===== src/rtl/cpu_pkg.sv =====
// -----------------------------------------------------------------------------
// cpu_pkg
// Shared definitions for the CPU control path: the sequencer state encoding,
// the opcode classes reported by the instruction decoder, and small
// opcode-classification helpers used by the sequencer and the PC unit.
// -----------------------------------------------------------------------------
package cpu_pkg;

  // Sequencer phases. An instruction walks FETCH_REQ -> FETCH_WAIT -> DECODE ->
  // EXEC -> [MEM_REQ -> MEM_WAIT ->] WB, with an optional INT_ENTRY between
  // instructions. HALTED is terminal until reset.
  typedef enum logic [3:0] {
    FETCH_REQ,
    FETCH_WAIT,
    DECODE,
    EXEC,
    MEM_REQ,
    MEM_WAIT,
    WB,
    INT_ENTRY,
    HALTED
  } state_t;

  // Opcode classes driven on instrOP by the decoder.
  localparam logic [3:0] OP_HALT  = 4'b1111;
  localparam logic [3:0] OP_RETI  = 4'b1100;
  localparam logic [3:0] OP_LOAD  = 4'b1110;
  localparam logic [3:0] OP_STORE = 4'b1101;

  // Instructions that need a data-bus transaction after EXEC.
  function automatic logic is_mem_op(input logic [3:0] op);
    return (op == OP_LOAD) || (op == OP_STORE);
  endfunction

  // Instructions that produce a register-file result.
  function automatic logic writes_back(input logic [3:0] op);
    return !((op == OP_STORE) || (op == OP_HALT) || (op == OP_RETI));
  endfunction

  // Instructions whose boundary may not be used for interrupt entry:
  // HALT stops the core, RETI must complete its return first.
  function automatic logic blocks_irq(input logic [3:0] op);
    return (op == OP_HALT) || (op == OP_RETI);
  endfunction

endpackage


===== src/rtl/cpu_pc_unit.sv =====
// -----------------------------------------------------------------------------
// cpu_pc_unit
// Program counter register and its update rules.
//
// Ports:
//   clk, reset   system clock, asynchronous active-low reset
//   wb_step      1 in the writeback cycle: pc takes pc_next
//   op           opcode class of the instruction being retired
//   jump_en      datapath request to take jump_addr
//   jump_addr    jump / branch / return target
//   int_entry    1 in the interrupt-entry cycle: pc takes INT_VECTOR
//   save_en      capture the post-writeback pc as the interrupt return address
//   pc           current instruction address
//   save_pc      interrupt return address
// -----------------------------------------------------------------------------
module cpu_pc_unit
  import cpu_pkg::*;
#(
  parameter int unsigned     PC_W       = 27,
  parameter logic [PC_W-1:0] RESET_PC   = '0,
  parameter logic [PC_W-1:0] INT_VECTOR = PC_W'(1)
) (
  input  logic            clk,
  input  logic            reset,
  input  logic            wb_step,
  input  logic [3:0]      op,
  input  logic            jump_en,
  input  logic [PC_W-1:0] jump_addr,
  input  logic            int_entry,
  input  logic            save_en,
  output logic [PC_W-1:0] pc,
  output logic [PC_W-1:0] save_pc
);

  logic [PC_W-1:0] pc_next;

  // Priority: HALT holds, RETI or a taken jump loads the target, otherwise
  // the next sequential word. The add wraps naturally at 2^PC_W.
  always_comb begin
    // NOTE: the default is assigned before any condition so that every path
    // writes pc_next; a missing path would infer a latch.
    pc_next = pc + PC_W'(1);
    if (op == OP_HALT) begin
      pc_next = pc;
    end else if ((op == OP_RETI) || jump_en) begin
      pc_next = jump_addr;
    end
  end

  // NOTE: sequential state uses non-blocking assignments so every register
  // samples its inputs from before the clock edge, independent of the order
  // of statements.
  always_ff @(posedge clk or negedge reset) begin
    if (!reset) begin
      pc      <= RESET_PC;
      save_pc <= '0;
    end else begin
      if (int_entry) begin
        pc <= INT_VECTOR;
      end else if (wb_step) begin
        pc <= pc_next;
      end
      // save_pc is captured at the end of WB, so during INT_ENTRY it already
      // holds the address of the instruction after the interrupted one.
      if (save_en) begin
        save_pc <= pc_next;
      end
    end
  end

endmodule


===== src/rtl/cpu_sequencer.sv =====
// -----------------------------------------------------------------------------
// cpu_sequencer
// Multi-cycle control FSM of the CPU. Sequences instruction fetch over the
// shared memory bus, strobes the decoder, enables execute / memory /
// writeback, and performs interrupt entry and return at instruction
// boundaries. The PC lives in cpu_pc_unit.
//
// Ports:
//   clk, reset         system clock, asynchronous active-low reset
//   bus_start          one-cycle bus request pulse
//   bus_we             bus write enable, qualifies bus_start
//   bus_addr           bus address, stable from bus_start until bus_done
//   bus_done           one-cycle bus completion pulse
//   fetch              decoder pass-through strobe (fetch in flight)
//   getRegs            decoder instruction latch strobe
//   instrOP            opcode class from the decoder
//   mem_addr           load/store address from the datapath
//   jump_en, jump_addr datapath jump request and target, sampled in WB
//   exec_en            datapath execute strobe
//   wb_en              register-file writeback strobe
//   irq                level interrupt request, sampled in WB only
//   int_ack, save_pc   interrupt entry pulse and return address
//   pc                 current instruction address
//   halted             core stopped until reset
//
// All outputs are decodes of registered state; bus_done only affects the
// next-state logic, so there is no combinational bus_done -> bus_start path.
// -----------------------------------------------------------------------------
module cpu_sequencer
  import cpu_pkg::*;
#(
  parameter int unsigned     PC_W       = 27,
  parameter logic [PC_W-1:0] RESET_PC   = '0,
  parameter logic [PC_W-1:0] INT_VECTOR = PC_W'(1)
) (
  input  logic            clk,
  input  logic            reset,
  output logic            bus_start,
  output logic            bus_we,
  output logic [PC_W-1:0] bus_addr,
  input  logic            bus_done,
  output logic            fetch,
  output logic            getRegs,
  input  logic [3:0]      instrOP,
  input  logic [PC_W-1:0] mem_addr,
  input  logic            jump_en,
  input  logic [PC_W-1:0] jump_addr,
  output logic            exec_en,
  output logic            wb_en,
  input  logic            irq,
  output logic            int_ack,
  output logic [PC_W-1:0] save_pc,
  output logic [PC_W-1:0] pc,
  output logic            halted
);

  state_t          state, next_state;
  logic            run_q;       // 0 while in reset and until the first edge after release
  logic            int_busy;    // inside an interrupt handler: nesting blocked
  logic [3:0]      op_q;        // opcode class of the instruction in flight
  logic [PC_W-1:0] mem_addr_q;  // load/store address, held for the whole access

  // ---------------------------------------------------------------------------
  // State register and instruction context
  // ---------------------------------------------------------------------------
  always_ff @(posedge clk or negedge reset) begin
    if (!reset) begin
      state <= FETCH_REQ;
    end else begin
      state <= next_state;
    end
  end

  always_ff @(posedge clk or negedge reset) begin
    if (!reset) begin
      run_q      <= 1'b0;
      int_busy   <= 1'b0;
      // NOTE: the captured opcode and address are reset as well; they feed
      // output decodes, so leaving them unknown would put X on bus_we/bus_addr.
      op_q       <= '0;
      mem_addr_q <= '0;
    end else begin
      run_q <= 1'b1;
      // The decoder output is valid from EXEC onwards; capturing it here keeps
      // MEM_REQ/MEM_WAIT/WB outputs independent of later datapath activity.
      if (state == EXEC) begin
        op_q       <= instrOP;
        mem_addr_q <= mem_addr;
      end
      if (state == INT_ENTRY) begin
        int_busy <= 1'b1;
      end else if ((state == WB) && (op_q == OP_RETI)) begin
        int_busy <= 1'b0;
      end
    end
  end

  // ---------------------------------------------------------------------------
  // Next state and output decode
  // ---------------------------------------------------------------------------
  always_comb begin
    next_state = state;
    bus_start  = 1'b0;
    bus_we     = 1'b0;
    bus_addr   = pc;
    fetch      = 1'b0;
    getRegs    = 1'b0;
    exec_en    = 1'b0;
    wb_en      = 1'b0;
    int_ack    = 1'b0;
    halted     = 1'b0;

    unique case (state)
      FETCH_REQ: begin
        // Held here for the single edge that releases reset, so the first
        // visible cycle after release issues the fetch.
        bus_start = run_q;
        if (run_q) begin
          next_state = FETCH_WAIT;
        end
      end
      FETCH_WAIT: begin
        fetch = 1'b1;
        if (bus_done) begin
          next_state = DECODE;
        end
      end
      DECODE: begin
        getRegs    = 1'b1;
        next_state = EXEC;
      end
      EXEC: begin
        exec_en    = 1'b1;
        next_state = is_mem_op(instrOP) ? MEM_REQ : WB;
      end
      MEM_REQ: begin
        bus_start  = 1'b1;
        bus_addr   = mem_addr_q;
        bus_we     = (op_q == OP_STORE);
        next_state = MEM_WAIT;
      end
      MEM_WAIT: begin
        bus_addr = mem_addr_q;
        bus_we   = (op_q == OP_STORE);
        if (bus_done) begin
          next_state = WB;
        end
      end
      WB: begin
        wb_en = writes_back(op_q);
        if (op_q == OP_HALT) begin
          next_state = HALTED;
        end else if (irq && !int_busy && !blocks_irq(op_q)) begin
          next_state = INT_ENTRY;
        end else begin
          next_state = FETCH_REQ;
        end
      end
      INT_ENTRY: begin
        int_ack    = 1'b1;
        next_state = FETCH_REQ;
      end
      HALTED: begin
        halted = 1'b1;
      end
      default: begin
        next_state = FETCH_REQ;
      end
    endcase
  end

  // ---------------------------------------------------------------------------
  // Program counter
  // ---------------------------------------------------------------------------
  cpu_pc_unit #(
    .PC_W       (PC_W),
    .RESET_PC   (RESET_PC),
    .INT_VECTOR (INT_VECTOR)
  ) u_pc_unit (
    .clk       (clk),
    .reset     (reset),
    .wb_step   (state == WB),
    .op        (op_q),
    .jump_en   (jump_en),
    .jump_addr (jump_addr),
    .int_entry (state == INT_ENTRY),
    .save_en   ((state == WB) && (next_state == INT_ENTRY)),
    .pc        (pc),
    .save_pc   (save_pc)
  );

endmodule

===== config.mk =====
export PLATFORM = sky130hd
export DESIGN_NAME = cpu_sequencer
export DESIGN_NICKNAME = d
export VERILOG_FILES = /design/src/rtl/cpu_pkg.sv /design/src/rtl/cpu_pc_unit.sv /design/src/rtl/cpu_sequencer.sv
export SDC_FILE = /design/constraint.sdc
export NUM_CORES = 1
export LEC_CHECK = 0
export ABC_AREA = 1
export BUFFER_PORTS_ARGS = -buffer_cell sky130_fd_sc_hd__buf_2
export CORE_MARGIN = 2
export CORE_UTILIZATION = 40
export DETAILED_ROUTE_END_ITERATION = 16
export PLACE_DENSITY = 0.66
export SLEW_MARGIN = 20
export SYNTH_ARGS = -nofsm -noshare
export SYNTH_HDL_FRONTEND = slang
export SYNTH_SLANG_ARGS = --single-unit
export TNS_END_PERCENT = 20

===== constraint.sdc =====
create_clock -name clk -period 2.2 [get_ports clk]
set_input_delay 0.11 -clock clk [delete_from_list [all_inputs] [get_ports clk]]
set_output_delay 0.11 -clock clk [all_outputs]
set_load 0.02 [all_outputs]

=== After elaboration in Yosys (flattened, before gate mapping) ===
Cells that the tools add are included.

* Output and inout bits: 89
* Register bits: 91

* Muxes and demuxes: 22
* Add/sub/neg operators: 1
* Reduce and logical (&&, ||, !) cells: 16
* Equality and inequality tests: 14

{| class="wikitable"
|+ Operator list
! cell !! number
|-
| $mux 27 || 5
|-
| $pmux 4 s8 || 1
|-
| $add 27x1->27 const B || 1
|-
| $eq 4x4->1 const B || 6
|-
| $eq 4x3->1 const B || 5
|-
| $mux 4 || 4
|-
| $mux 1 || 9
|-
| $eq 4x2->1 const B || 2
|-
| $logic_or 1x1->1 || 5
|-
| $eq 4x1->1 const B || 1
|-
| $logic_and 1x1->1 || 4
|-
| $logic_not 4->1 || 1
|-
| $reduce_bool 2->1 || 2
|-
| $logic_not 1->1 || 3
|-
| $mux 3 || 1
|-
| $mux 2 || 1
|-
| $pmux 1 s2 || 1
|-
| $reduce_or 2->1 || 1
|}

=== Longest topological paths before layout ===
* Word-level depth: 9
* Gate-level depth with buffers: 12
* Gate-level depth less buffers: 12

=== Modules after synthesis ===
A second synthesis with hierarchy kept.

* Cell total of the unflattened synthesis: 774
* Area, all modules: 5298.8 µm²

{| class="wikitable"
|+ By module, submodules not included
! module !! seq. area each (µm²) !! cells each !! area each (µm²) !! times used
|-
| cpu_pc_unit || 1351.3 || 491 || 3316.9 || 1
|-
| cpu_sequencer || 925.9 || 283 || 1981.9 || 1
|}

=== Worst setup path before layout ===
No wires, ideal clock.

* Kind: reg2reg
* From: register u_pc_unit.pc[1]
* To: register u_pc_unit.pc[10]
* Period minus slack after synthesis: 1.736 ns
* Cell stages (with the launch flop): 11
* Slack: 0.464 ns
* Path buffers: 0
* Arrival time: 1.618 ns
* Cells stage by stage: dfrtp_1 -> ha_1 -> nand3_1 -> inv_1 -> nand2_1 -> nor2_1 -> nand3_1 -> o21ai_0 -> nand2_1 -> nand3_1 -> nand2_1

* Word-level cells in the longest chain between the ends: 5

{| class="wikitable"
|+ Ends and longest elaborated chain
! what !! line !! text
|-
| start, declared || cpu_pc_unit.sv:31 || <nowiki>output logic [PC_W-1:0] pc,</nowiki>
|-
| start signal, assigned || cpu_pc_unit.sv:61 || <nowiki>pc <= pc_next;</nowiki>
|-
| $add 27x1->27 || cpu_pc_unit.sv:42 || <nowiki>pc_next = pc + PC_W'(1);</nowiki>
|-
| $mux 27 || cpu_pc_unit.sv:45 || <nowiki>end else if ((op == OP_RETI) || jump_en) begin</nowiki>
|-
| $mux 27 || cpu_pc_unit.sv:43 || <nowiki>if (op == OP_HALT) begin</nowiki>
|-
| $mux 27 || cpu_pc_unit.sv:60 || <nowiki>end else if (wb_step) begin</nowiki>
|-
| $mux 27 || cpu_pc_unit.sv:58 || <nowiki>if (int_entry) begin</nowiki>
|}

No other way between the ends. The select of a mux whose other input is x is not followed.
A chain may end at the register's enable or synchronous reset.

=== Final worst setup path ===
* From: register state[2]
* To: output bus_addr[25]

* Word-level cells in the longest chain between the ends: 3
* Elaborated cells on any way between the ends: 4
* Those cells by class: eq/ne: 2; mux: 1; reduce/logical: 1

{| class="wikitable"
|+ Ends and longest elaborated chain
! what !! line !! text
|-
| start, declared || cpu_sequencer.sv:57 || <nowiki>state_t state, next_state;</nowiki>
|-
| start signal, assigned || cpu_sequencer.sv:70 || <nowiki>state <= next_state;</nowiki>
|-
| $eq 4x3->1 || cpu_sequencer.sv:113 || <nowiki>unique case (state)</nowiki>
|-
| $reduce_or 2->1 (no line) * || - ||
|-
| $mux 27 * || cpu_sequencer.sv:113 ||
|-
| end, declared || cpu_sequencer.sv:40 || <nowiki>output logic [PC_W-1:0] bus_addr,</nowiki>
|}

Mark *: on every way between the ends. The rest lies on a longest branch, timed or not.

==> results by group <==
Global route
  • Global routing's busiest layer: met2
  • Vias in the first global route: 4972
  • Largest net degree at the start of global routing: 57
  • GR Util met1: 0.345
  • Total Routing Usage GR: 0.244
  • Met2 usage: 0.383
  • First-pass GRT wire length: 25.4 mm
  • Initial antenna violation count: 0
  • M3 GR Usage: 0.0453
  • Global route overflow: 0

Synthesis
  • Synth Register Bits: 91
  • Main synth FF type: dfrtp_1
  • Synth Area in XOR/XNOR: 0.00171
  • Post-synthesis mux area share: 0
  • Avg Inst Size Synth: 6.71 um^2
  • Compound-Gate Fraction of Synth Area: 0.0898
  • Seq/Total Area, Yosys: 0.446
  • Synth async-reset ratio: 1.00
  • Synth top cells by count: nand2_1 (325), dfrtp_1 (91), nor2_1 (91)
  • Post-Syn Nets: 826
  • Post-Syn Area: 5110 um^2
  • Adder-cell share of the synthesized area: 0.00245
  • Unique masters post-synth: 31
  • Largest family of logic cells by synthesized area: simple AND/OR/NAND/NOR gates
  • Post-Synthesis Cells: 762
  • Number of synthesized flops with an enable pin: 0
  • Most frequent cell after synthesis: nand2_1
  • Synth warn: 0
  • Synth area leader: dfrtp_1
  • Post-synth top area share: 0.446
  • Top cells by area, synth: dfrtp_1 (45%), nand2_1 (24%), nor2_1 (6.7%)
  • Simple-Gate Fraction of Synth Area: 0.391

Layout
  • Layout cells sized above 1: 0.214
  • Finished Cell Area: 6680 um^2
  • Area Overhead vs Synth: 30.7%
  • NumNets Final: 1002
  • Diodes inserted: 0

Timing
  • Final Hold Fails: 0
  • Post-route setup slack: 0.264 ns
  • Slew @ Worst Pin: 0.589 ns
  • Max-slew headroom: 0.607
  • Fin Clk Skew: 0.00852 ns
  • Worst hold slack: 0.0106 ns
  • Max-slew violations: 0
  • Fmax: 0.517 GHz
  • Unrepaired setup endpoints after global routing: no
  • Min Tclk post-route: 1.94 ns
  • Sum Neg Setup Slack: 0 ns
  • Tcrit/Tclk final: 0.880
  • Setup-failing EPs final: 0

Critical path
  • Largest stage delay on the critical path: 0.41 ns
  • CP Depth: 7
  • Worst r2r path cells: 9
  • Most frequent CP cell: nand2_1
  • Arrival time worst endpoint: 1.83 ns
  • Setup CP Type: flip-flop to primary output
  • Crit Reg-Reg Startpoint: u_pc_unit.pc[1]
  • R2R Setup Slk: 0.36 ns
  • Crit path max-delay family: buffers and inverters
  • Startpoint types: flip-flop
  • Crit Path Max Fanout: 56
  • Worst r2r dst: u_pc_unit.save_pc[16]
  • WP buf/inv: 3
  • Endpoint class of the critical path: primary output
  • CP max stage cell: dfrtp_1
  • CP Data Required Time: 2.09 ns
  • Worst path cell trace: nand2_1, inv_1, nand2_1, buf_12, nor2_1, a21oi_1, buf_2

Hold path
  • Worst Hold Class: input port to flip-flop
  • WHS Endpoint: op_q[0]
  • HP Start: instrOP[0]
  • Worst hold stages: 3

CTS
  • Clock sink count: 91
  • H-tree levels: 3
  • Postcts setup bufs: 0
  • Deepest clock path buffer count: 2
  • Root buf cell: clkbuf_16
  • Cts bufs inserted: 9
  • Clock-pin transition on the worst setup and hold timing paths: 0.07 ns
  • CTS tree: built
  • Worst skew pair latency: 0.35 ns

Routing
  • DRT Pass-1 Iters: 5
  • Vias per cell: 4.87
  • WL final: 16.3 mm
  • Detailed-route via count: 5432
  • Drt drc: 0
  • Iter 0 DRT Violations: 375
  • Antenna viol nets, final: 0
  • Routed wire per std cell: 14.6 um

Placed design
  • Final GP Congestion: 0.915
  • Pre-CTS setup slack: 0.309 ns
  • Post-DP HPWL: 11.9 mm
  • I/O Buffers: 151
  • DP Area: 6100 um^2

Die
  • Die Area: 13700 um^2
  • Core ar.: 12600 um^2
  • Initial core utilization: 0.407
  • Rows: 41
  • Chip Width: 117 um
  • Die height: 117 um
  • I/O pin count: 152

Power
  • Maximum vdd drop: 0.000732 V
  • Leak Pwr: 0.00364 uW
  • Cell Pwr Density: 1370 nW/um^2

Status
  • Outcome: completed

Run
  • Max-cap viol count: 0
routing by layer:
layer / routed length [um] / up-vias
li1: - / 2746
met1: 7610 / 2491
met2: 7600 / 179
met3: 814 / 16
met4: 238 / 0
met5: 0 / -
worst max path at each step:
stage,slack (ns),from,endpoint
6_report,0.26,state[2],bus_addr[25]
5_1_grt,0.11,u_pc_unit.pc[1],u_pc_unit.pc[18]
4_1_cts,0.25,state[2],bus_addr[25]
3_5_place_dp,0.31,u_pc_unit.pc[1],u_pc_unit.save_pc[18]
3_3_place_gp,0.38,u_pc_unit.pc[1],u_pc_unit.save_pc[18]
2_1_floorplan,0.46,u_pc_unit.pc[1],u_pc_unit.pc[10]
sequential cells by signal (all words and copies together) (netlist names):
signal / cells
int_busy: 1
state: 4
u_pc_unit.save_pc: 27
run_q: 1
u_pc_unit.pc: 27
mem_addr_q: 27
op_q: 4
power by group:
group	internal [uW]	switching [uW]	leakage, uW
clock network	906	647	0.000145
logic	1460	3070	0.00233
registers	2400	642	0.00116
total	4760	4360	0.00364
cells in the final DEF (no fill, tap or decap), types with 5 or more instances in the layout:
cell,synthesis,layout
nor2_1,91,88
buf_4,2,17
nand3_1,54,54
o21ai_1,5,5
nor2_2,3,6
o21ai_0,41,41
dlygate4sd3_1,0,28
a21oi_1,31,31
inv_1,51,51
dfrtp_1,91,91
nor3_1,6,6
buf_2,8,150
nand2_1,325,325
o22ai_1,7,7
clkbuf_16,0,9
cells by family (layout without fill, tap and decap cells):
kind of cell / after synthesis / count (layout)
simple gates: 493 / 493
flops: 91 / 91
compound gates: 88 / 88
buf+inv: 87 / 268
fa+ha+maj: 1 / 1
other cells: 1 / 1
xor+xnor: 1 / 1
metrics by stage:
| stage | std cells | utilization | power [uW] |
|---|---|---|---|
| after CTS | 1115 | 0.532 | 9160 |
| final | 1115 | 0.532 | 9130 |
| after detailed placement | 1071 | 0.486 | 7530 |
| after global placement | 1071 | 0.486 | 7490 |
| after floorplan | 762 | - | 5850 |
| after global routing | 1115 | 0.532 | 9810 |
tightest hold or removal path: stages:
cell     delay (ns)
buf_2          0.10
nand2_1        0.05
o21ai_0        0.06
repair_timing:
action / 4_1_cts / 5_1_grt
hold buffers: 28 / 0
endpoints found under the hold margin: 64 / 0
setup endpoints to repair: 0 / 1
gates resized for setup: 0 / 1
cell type report:
| cell class | count | area (um^2) |
|---|---|---|
| well taps | 172 | 215 |
| inverters | 55 | 206 |
| repair buffers | 197 | 1200 |
| clock buffers | 11 | 243 |
| fillers | 1244 | 5890 |
| flip-flops and latches | 91 | 2280 |
| multi-input cells | 584 | 2490 |
| clock inverters | 5 | 52.6 |
Note: power is estimated with default switching activity, not from simulation.
